--- src/rtl/freq_stream_packer_if.sv ---
// freq_stream_packer_if
// AXI4-Stream output bus of the frequency stream packer.
//   m_axis_tdata  : 32-bit output beat
//   m_axis_tvalid : beat valid
//   m_axis_tready : downstream ready
//   m_axis_tlast  : last beat of a sample
// master modport: the packer (drives data/valid/last, reads ready).
// slave modport : the downstream consumer.
interface freq_stream_packer_if;
  logic [31:0] m_axis_tdata;
  logic        m_axis_tvalid;
  logic        m_axis_tready;
  logic        m_axis_tlast;

  modport master (
    output m_axis_tdata,
    output m_axis_tvalid,
    output m_axis_tlast,
    input  m_axis_tready
  );

  modport slave (
    input  m_axis_tdata,
    input  m_axis_tvalid,
    input  m_axis_tlast,
    output m_axis_tready
  );
endinterface

--- src/rtl/freq_stream_packer.sv ---
// freq_stream_packer
// Buffers per-tone samples from the frequency selector in a small FIFO and
// serialises each one into three 32-bit AXI4-Stream beats. Every accepted
// sample carries a wrapping sequence number; samples arriving while the FIFO
// is full are dropped and counted.
// Ports:
//   dev_clk, dev_rstn : clock, asynchronous active-low reset
//   valid_in          : single-cycle sample strobe (no backpressure)
//   data_in[79:0]     : sample payload
//   index_in[6:0]     : tone index
//   axis              : AXI4-Stream master (tdata/tvalid/tready/tlast)
//   overflow          : sticky drop flag
//   drop_count[15:0]  : saturating drop counter
//   clr_overflow      : pulse clearing overflow and drop_count
module freq_stream_packer #(
  parameter int FIFO_DEPTH = 16,
  parameter int SEQ_WIDTH  = 9
) (
  input  logic                        dev_clk,
  input  logic                        dev_rstn,
  input  logic                        valid_in,
  input  logic [79:0]                 data_in,
  input  logic [6:0]                  index_in,
  freq_stream_packer_if.master        axis,
  output logic                        overflow,
  output logic [15:0]                 drop_count,
  input  logic                        clr_overflow
);

  localparam int EW = SEQ_WIDTH + 7 + 80;  // {seq, index, data} = 96 bits
  localparam int PW = $clog2(FIFO_DEPTH);
  localparam int CW = PW + 1;              // occupancy spans 0..FIFO_DEPTH

  localparam logic [1:0] ST_IDLE = 2'd0;
  localparam logic [1:0] ST_W0   = 2'd1;
  localparam logic [1:0] ST_W1   = 2'd2;
  localparam logic [1:0] ST_W2   = 2'd3;

  logic [EW-1:0]        fifo_mem [FIFO_DEPTH];
  logic [PW-1:0]        wr_ptr_q, rd_ptr_q;
  logic [CW-1:0]        count_q, count_d;
  logic [SEQ_WIDTH-1:0] seq_q;
  logic [EW-1:0]        out_q;
  logic [1:0]           state_q, state_d;
  logic                 overflow_q, overflow_d;
  logic [15:0]          drop_cnt_q, drop_cnt_d;

  logic full, empty, push, drop, pop;

  // full is judged on the registered count, so a pop in the same cycle
  // cannot rescue an incoming sample.
  assign full  = (count_q == CW'(FIFO_DEPTH));
  assign empty = (count_q == '0);
  assign push  = valid_in && !full;
  assign drop  = valid_in && full;

  // Output FSM: a pop loads the output register; W2's handshake chains
  // straight into the next sample so there is no bubble between samples.
  always_comb begin
    state_d = state_q;
    pop     = 1'b0;
    case (state_q)
      ST_IDLE: begin
        if (!empty) begin
          pop     = 1'b1;
          state_d = ST_W0;
        end
      end
      ST_W0: if (axis.m_axis_tready) state_d = ST_W1;
      ST_W1: if (axis.m_axis_tready) state_d = ST_W2;
      ST_W2: begin
        if (axis.m_axis_tready) begin
          if (!empty) begin
            pop     = 1'b1;
            state_d = ST_W0;
          end else begin
            state_d = ST_IDLE;
          end
        end
      end
      default: state_d = ST_IDLE;
    endcase
  end

  assign count_d = count_q + CW'(push) - CW'(pop);

  // A drop coinciding with a clear wins: the flag stays set and the count
  // restarts at one.
  always_comb begin
    overflow_d = overflow_q;
    drop_cnt_d = drop_cnt_q;
    if (drop) begin
      overflow_d = 1'b1;
      if (clr_overflow)              drop_cnt_d = 16'd1;
      else if (drop_cnt_q != 16'hFFFF) drop_cnt_d = drop_cnt_q + 16'd1;
    end else if (clr_overflow) begin
      overflow_d = 1'b0;
      drop_cnt_d = 16'd0;
    end
  end

  // Sample storage carries no reset; occupancy and pointers define validity.
  always_ff @(posedge dev_clk) begin
    if (push) fifo_mem[wr_ptr_q] <= {seq_q, index_in, data_in};
  end

  always_ff @(posedge dev_clk or negedge dev_rstn) begin
    if (!dev_rstn) begin
      state_q    <= ST_IDLE;
      count_q    <= '0;
      wr_ptr_q   <= '0;
      rd_ptr_q   <= '0;
      seq_q      <= '0;
      out_q      <= '0;
      overflow_q <= 1'b0;
      drop_cnt_q <= 16'd0;
    end else begin
      state_q    <= state_d;
      count_q    <= count_d;
      overflow_q <= overflow_d;
      drop_cnt_q <= drop_cnt_d;
      if (push) begin
        wr_ptr_q <= wr_ptr_q + 1'b1;
        seq_q    <= seq_q + 1'b1;
      end
      if (pop) begin
        rd_ptr_q <= rd_ptr_q + 1'b1;
        out_q    <= fifo_mem[rd_ptr_q];
      end
    end
  end

  // Beat select is a pure function of registered state, so tdata/tlast stay
  // stable while the FSM waits for tready.
  always_comb begin
    axis.m_axis_tdata = 32'd0;
    case (state_q)
      ST_W0:   axis.m_axis_tdata = out_q[95:64];
      ST_W1:   axis.m_axis_tdata = out_q[63:32];
      ST_W2:   axis.m_axis_tdata = out_q[31:0];
      default: axis.m_axis_tdata = 32'd0;
    endcase
  end

  assign axis.m_axis_tvalid = (state_q != ST_IDLE);
  assign axis.m_axis_tlast  = (state_q == ST_W2);
  assign overflow           = overflow_q;
  assign drop_count         = drop_cnt_q;

endmodule
--- src/flat_wrapper.sv ---
// flat-port wrapper written by rule: the top's interface ports become plain ports
module freq_stream_packer_flat 
#(
  parameter int FIFO_DEPTH = 16,
  parameter int SEQ_WIDTH  = 9
)
  (dev_clk, dev_rstn, valid_in, data_in, index_in, overflow, drop_count, clr_overflow, axis_m_axis_tdata, axis_m_axis_tvalid, axis_m_axis_tlast, axis_m_axis_tready);
  freq_stream_packer_if axis_i ();
  input  logic dev_clk;
  input  logic dev_rstn;
  input  logic valid_in;
  input  logic [79:0] data_in;
  input  logic [6:0] index_in;
  output logic overflow;
  output logic [15:0] drop_count;
  input  logic clr_overflow;
  output wire logic [$bits(axis_i.m_axis_tdata)-1:0] axis_m_axis_tdata;
  output wire logic [$bits(axis_i.m_axis_tvalid)-1:0] axis_m_axis_tvalid;
  output wire logic [$bits(axis_i.m_axis_tlast)-1:0] axis_m_axis_tlast;
  input wire logic [$bits(axis_i.m_axis_tready)-1:0] axis_m_axis_tready;
  assign axis_m_axis_tdata = axis_i.m_axis_tdata;
  assign axis_m_axis_tvalid = axis_i.m_axis_tvalid;
  assign axis_m_axis_tlast = axis_i.m_axis_tlast;
  assign axis_i.m_axis_tready = axis_m_axis_tready;
  freq_stream_packer #(.FIFO_DEPTH(FIFO_DEPTH), .SEQ_WIDTH(SEQ_WIDTH)) u_core (.dev_clk(dev_clk), .dev_rstn(dev_rstn), .valid_in(valid_in), .data_in(data_in), .index_in(index_in), .axis(axis_i), .overflow(overflow), .drop_count(drop_count), .clr_overflow(clr_overflow));
endmodule
--- config.mk ---
export PLATFORM = sky130hd
export DESIGN_NAME = freq_stream_packer_flat
export DESIGN_NICKNAME = d
export VERILOG_FILES = /design/src/rtl/freq_stream_packer_if.sv /design/src/rtl/freq_stream_packer.sv /design/src/flat_wrapper.sv
export SDC_FILE = /design/constraint.sdc
export NUM_CORES = 2
export LEC_CHECK = 0
export ABC_AREA = 1
export CAP_MARGIN = 5
export CORE_ASPECT_RATIO = 0.7
export CORE_MARGIN = 3
export CORE_UTILIZATION = 63
export CTS_BUF_LIST = sky130_fd_sc_hd__clkbuf_4 sky130_fd_sc_hd__clkbuf_8 sky130_fd_sc_hd__clkbuf_16
export CTS_CLUSTER_DIAMETER = 40
export DETAILED_ROUTE_END_ITERATION = 8
export DONT_BUFFER_PORTS = 1
export HOLD_SLACK_MARGIN = 0.08
export PLACE_DENSITY = 0.81
export SETUP_SLACK_MARGIN = 0.05
export SLEW_MARGIN = 20
export SYNTH_ARGS = -nofsm -noshare
export SYNTH_HDL_FRONTEND = slang
export SYNTH_SLANG_ARGS = --single-unit
--- constraint.sdc ---
create_clock -name dev_clk -period 7.19 [get_ports dev_clk]
set_clock_uncertainty 0.15 [all_clocks]
set_input_delay 0.719 -clock dev_clk [delete_from_list [all_inputs] [get_ports dev_clk]]
set_output_delay 0.719 -clock dev_clk [all_outputs]
set_load 0.05 [all_outputs]
## After elaboration in Yosys (flattened, before gate mapping)

Memories as Yosys holds them, arrays and structs flattened. A register that Yosys moved wholly into a read port is not among the register bits.
Index checks and enable logic that the tools add are counted.

| storage, ports and cells | value |
|---|---|
| RAM bits | 1536 |
| output and inout port bits | 51 |
| register bits after elaboration | 41 |
| input bits | 92 |
| memories kept | 1 |

Memories:

| memory | depth | bits a word | rd ports | clocked after Yosys merged registers in | write ports | line | text |
|---|---|---|---|---|---|---|---|
| u_core.fifo_mem | 16 | 96 | 1 | 1 | 1 | freq_stream_packer.sv:39 | `logic [EW-1:0] fifo_mem [FIFO_DEPTH];` |

| cells by class | value |
|---|---|
| reduce and logical (&&, ||, !) cells | 11 |
| muxes and demuxes | 18 |
| eq/ne operators | 9 |
| add/subtract/negate cells | 6 |

Operators by type and width:

| kind | count |
|---|---|
| one-hot mux 32 bit (3 select lines) | 1 |
| 2-to-1 mux 16 bit | 4 |
| adder 16 x 1 -> 16 bit, second input constant | 1 |
| inequality test 16 bit, second input constant | 1 |
| adder 9 x 1 -> 9 bit, second input constant | 1 |
| adder 4 x 1 -> 4 bit, second input constant | 2 |
| 2-to-1 mux 2 bit | 4 |
| one-hot mux 2 bit (4 select lines) | 1 |
| 2-to-1 mux 1 bit | 7 |
| inequality test 2 bit, second input constant | 3 |
| nonzero test 2 bit | 3 |
| adder 5 x 1 -> 5 bit | 1 |
| == test 5 bit, second input constant | 1 |
| zero test 5 bit | 1 |
| subtractor 5 x 1 -> 5 bit | 1 |
| == test 2 bit, second input constant | 2 |
| AND reduction 4 bit | 1 |
| == test 2 x 1 -> 1 bit, second input constant | 1 |
| logical AND 1 bit | 2 |
| zero test 1 bit | 2 |
| zero test 2 bit | 1 |
| inequality test 2 x 1 -> 1 bit, second input constant | 1 |
| one-hot mux 1 bit (2 select lines) | 1 |
| AND reduction 2 bit | 1 |

## Depth between registers and ports, before layout

| depth | value |
|---|---|
| depth in word-level cells | 5 |
| depth in mapped cells | 17 |
| depth with buffers taken out | 15 |

## Least setup slack after synthesis

Ideal clock, no wire load.

| timing | value |
|---|---|
| kind | input port to flip-flop |
| from | in valid_in |
| to | mem u_core.fifo_mem[0][0] (netlist name) (enable) |
| path slack | 1.218 ns |
| data required time | 6.489 ns |
| buffers on the path | 1 |
| cell stages on the path | 5 |
| arrival | 5.270 ns |
| path through | nand2_1 -> inv_1 -> buf_2 -> nand2_1 -> nor2_1 |

| on the way | value |
|---|---|
| cells in the longest elaborated chain, start to end | 3 |

Ends and longest elaborated chain:

| element | line | text |
|---|---|---|
| from (decl) | flat_wrapper.sv:11 | `input logic valid_in;` |
| logical AND 1 bit | freq_stream_packer.sv:54 | `assign push = valid_in && !full;` |
| named net u_core.push | freq_stream_packer.sv:48 | `logic full, empty, push, drop, pop;` |
| 2-to-1 mux 1 bit | freq_stream_packer.sv:104 | `if (push) fifo_mem[wr_ptr_q] <= {seq_q, index_in, data_in};` |
| 2-to-1 mux 1 bit (not written as such) | freq_stream_packer.sv:104 |  |
| to (decl) | freq_stream_packer.sv:39 |  |

The timed path passes the listed nets, and every way through them passes these cells.

## Worst setup path in the final report

| timing | value |
|---|---|
| from | reg u_core.state_q[0] |
| to | reg u_core.count_q[4] |

| on the way | value |
|---|---|
| cells in the longest elaborated chain, start to end | 3 |

Ends and longest elaborated chain:

| element | line | text |
|---|---|---|
| from (decl) | freq_stream_packer.sv:44 | `logic [1:0] state_q, state_d;` |
| from (signal assigned) | freq_stream_packer.sv:118 | `state_q <= state_d;` |
| == test 2 bit / zero test 2 bit (equally long branches) | freq_stream_packer.sv:62 | `case (state_q)` |
| one-hot mux 1 bit (2 select lines) * | freq_stream_packer.sv:62 |  |
| subtractor 5 x 1 -> 5 bit * | freq_stream_packer.sv:85 | `assign count_d = count_q + CW'(push) - CW'(pop);` |
| named net u_core.count_d[4] | freq_stream_packer.sv:41 | `logic [CW-1:0] count_q, count_d;` |
| to (signal assigned) | freq_stream_packer.sv:119 | `count_q <= count_d;` |
| to (decl) | freq_stream_packer.sv:41 |  |

The timed path passes the listed nets; every way through them passes the cells marked *.
A chain may end at the register's enable or synchronous reset.

==> reports/results.tsv <==
metric	value	unit
Slew Viols, Final	0	
routed len/inst	23.8	um
area leader, netlist	edfxtp_1	
initial core utilization	0.637	
DRC	0	
hold path cells	4	
total grt overflow	0	
vias in the first global route	44800	
Final Hold Viols	0	
Max clock buf depth	3	
Die W	398	um
worst r2r src	u_core.state_q[0]	
post-cts sizing count	0	
DIE HEIGHT	281	um
Mean Syn Cell Area	11.4	sq um
Core Rows	100	
Setup crit start kind	register	
Hold Path Origin	axis_m_axis_tready	
Post-Route Setup TNS	0	ns
area grow syn2layout	10.5	%
Post-Syn Nets	6061	
number of max-cap violations	0	
Post-DRT Antenna Nets	0	
initial antenna violation count	10	
CP arrival	4.92	ns
CTS Sinks	1673	
Slew @ Worst Pin	1.13	ns
Worst R2R Path Depth	14	
Worst setup EP type	register	
worst skew pair latency	0.76	ns
CTS tree	yes	
Setup CP Type	register to register	
CP Max Fanout	38	
Yosys top cell area share	0.679	
Mapped Area	67900	sq um
Final Setup Violations	0	
FF-to-FF setup slack	2.76	ns
worst reg2reg endpoint	u_core.count_q[4]	
fmax	226	MHz
slowest stage delay, CP	0.56	ns
Die Area	112000	sq um
half-perimeter wire length after detailed placement	90.1	mm
met3 wire length	25.6	mm
Pleak	0.0286	uW
unrepaired setup endpoints after global routing	false	
PortBufs	0	
first-pass GRT wire length	268	mm
CTS root buffer	clkbuf_16	
Power per Cell Area	425	nW/um^2
metal2 WL	80.0	mm
core area	107000	sq um
family with the most delay on the worst path	buffers and inverters	
post-synthesis register bit count	1673	
VDD IR max	0.309	mV
synth top area cells	edfxtp_1 (68%), nand2_1 (14%), nand3_1 (8.6%)	
hold path endpoint	u_core.state_q[1]	
YS warnings	0	
post-layout min period	4.43	ns
DR top layer	met5	
layout cell share with drive strength beyond 1	0.0626	
Synth Instances	5950	
CP Data Required Time	7.68	ns
DRT iter0 DRCs	7440	
GPL Wtd Cong	0.877	
period utilization	0.616	
M1 wire length	67.0	mm
Inserted Clock Buffers	159	
largest net degree at the start of global routing	186	
worst path cell trace	ha_2, buf_4, nand2_1, a21oi_1, nand2_4, inv_4, ha_1, inv_1, ha_1, inv_1, fa_1, o21ai_0, a21oi_1, xor2_1	
register area share after synthesis	0.729	
status	finished, final reports clean	
num ports	143	
NumNets Final	6031	
CP Buf/Inv Count	4	
Total Routing Usage GR	0.318	
Synth cell types	25	
first-pass detailed-route iteration total	8	
hold_ws	0.239	ns
Max-slew headroom	0.244	
Hold Crit Class	primary input to register	
Avg Vias per Cell	6.22	
Critical-path top delay cell	inv_4	
htree depth	4	
routed wire length	178	mm
CTS clk-pin slew, worst paths	0.06	ns
via count	46600	
==> worst reg2reg max path: stages, from the launching register on <==
cell and delay, ns:
dfrtp_1 0.44, ha_2 0.19, buf_4 0.50, nand2_1 0.18, a21oi_1 0.35, nand2_4 0.36
inv_4 0.58, ha_1 0.33, inv_1 0.06, ha_1 0.17, inv_1 0.07, fa_1 0.42
o21ai_0 0.23, a21oi_1 0.12, xor2_1 0.15
==> flip-flops by register name (all words and copies together) (netlist names) <==
name,count
u_core.fifo_mem,1536
u_core.out_q,96
u_core.drop_count,16
u_core.seq_q,9
u_core.count_q,5
u_core.rd_ptr_q,4
u_core.wr_ptr_q,4
u_core.state_q,2
u_core.overflow,1
==> final cells by class <==
type	instances	area, sq um
diodes	9	22.5
clock buffers	222	4680
clock inverters	73	699
fillers	6864	31500
inverters	84	343
multi-input cells	3838	16400
flip-flops and latches	1673	49600
well taps	1428	1790
repair buffers	164	1620
==> worst max-delay path by stage <==
| stage | from | to | slack (ns) | cells past startpoint |
|---|---|---|---|---|
| 2_1_floorplan | valid_in | u_core.fifo_mem[0][0] | 1.22 | 5 |
| 3_3_place_gp | u_core.state_q[0] | u_core.count_q[4] | 3.14 | 14 |
| 3_5_place_dp | u_core.state_q[0] | u_core.count_q[4] | 2.98 | 14 |
| 4_1_cts | u_core.state_q[0] | u_core.count_q[4] | 2.86 | 14 |
| 5_1_grt | u_core.state_q[0] | u_core.count_q[4] | 2.64 | 14 |
| 6_report | u_core.state_q[0] | u_core.count_q[4] | 2.76 | 14 |
==> cell usage after synthesis, drive strengths merged <==
cell	number
fa	1
nor3	6
xnor2	8
ha	18
edfxtp	1536
a21oi	23
inv	84
or2	1
xor2	16
buf	282
nand3b	1
dfrtp	137
nand3	1166
nand4	6
nor2	41
o21ai	20
nand2	2531
clkbuf	73
==> layout by cell type (no fill, tap or decap), types with 4 or more instances in the layout <==
cell type / instances
a21oi_1: 23
buf_12: 10
buf_4: 63
bufinv_16: 10
clkbuf_16: 167
clkbuf_4: 41
clkbuf_8: 14
clkinv_1: 20
clkinv_2: 21
clkinvlp_4: 4
dfrtp_1: 133
dfrtp_4: 4
diode_2: 9
dlygate4sd3_1: 89
edfxtp_1: 1536
ha_1: 16
inv_1: 79
inv_6: 10
inv_8: 8
nand2_1: 2530
nand3_1: 1166
nand4_1: 6
nor2_1: 25
nor2_4: 16
nor3_1: 6
o21ai_0: 19
xnor2_1: 8
xor2_1: 16
==> per-layer routing <==
metal | vias to the layer above | GRT usage
li1 | 20400 | -
met2 | 3483 | 0.473
met3 | 418 | 0.0853
met1 | 22300 | 0.458
met5 | - | 0
met4 | 8 | 0.118
==> metrics by stage <==
stage,power (uW),instance area (sq um),util,worst slack [ns],cells
floorplan,20000,67900,-,1.22,5950
global placement,22600,68700,0.644,3.14,7094
detailed placement,22900,68700,0.644,2.98,7094
CTS,31600,75000,0.704,2.86,7479
global route,33400,75100,0.704,2.64,7484
finish,31900,75100,0.704,2.76,7491
==> power by group <==
group	leakage (uW)	switching [uW]	internal, uW
Sequential	0.0156	723	11900
Combinational	0.0103	8090	2670
Clock	0.00270	3630	4950
==> timing repair <==
item	4_1_cts	5_1_grt
endpoints found under the hold margin	1534	0
hold buffers	90	0
buffers inserted	0	0
==> cells by family (layout without fill, tap and decap cells) <==
logic type / count (synthesis) / after routing / synth area share
AOI/OAI and AO/OA: 43 / 43 / 0.00317
buffers and inverters: 439 / 543 / 0.0314
xor gates and xnor gates: 24 / 24 / 0.00309
adders and majority gates: 19 / 19 / 0.00361
and+or+nand+nor: 3752 / 3752 / 0.229
other: 0 / 9 / 0
DFF: 1673 / 1673 / 0.729
Power figures use the tool's default switching activity.
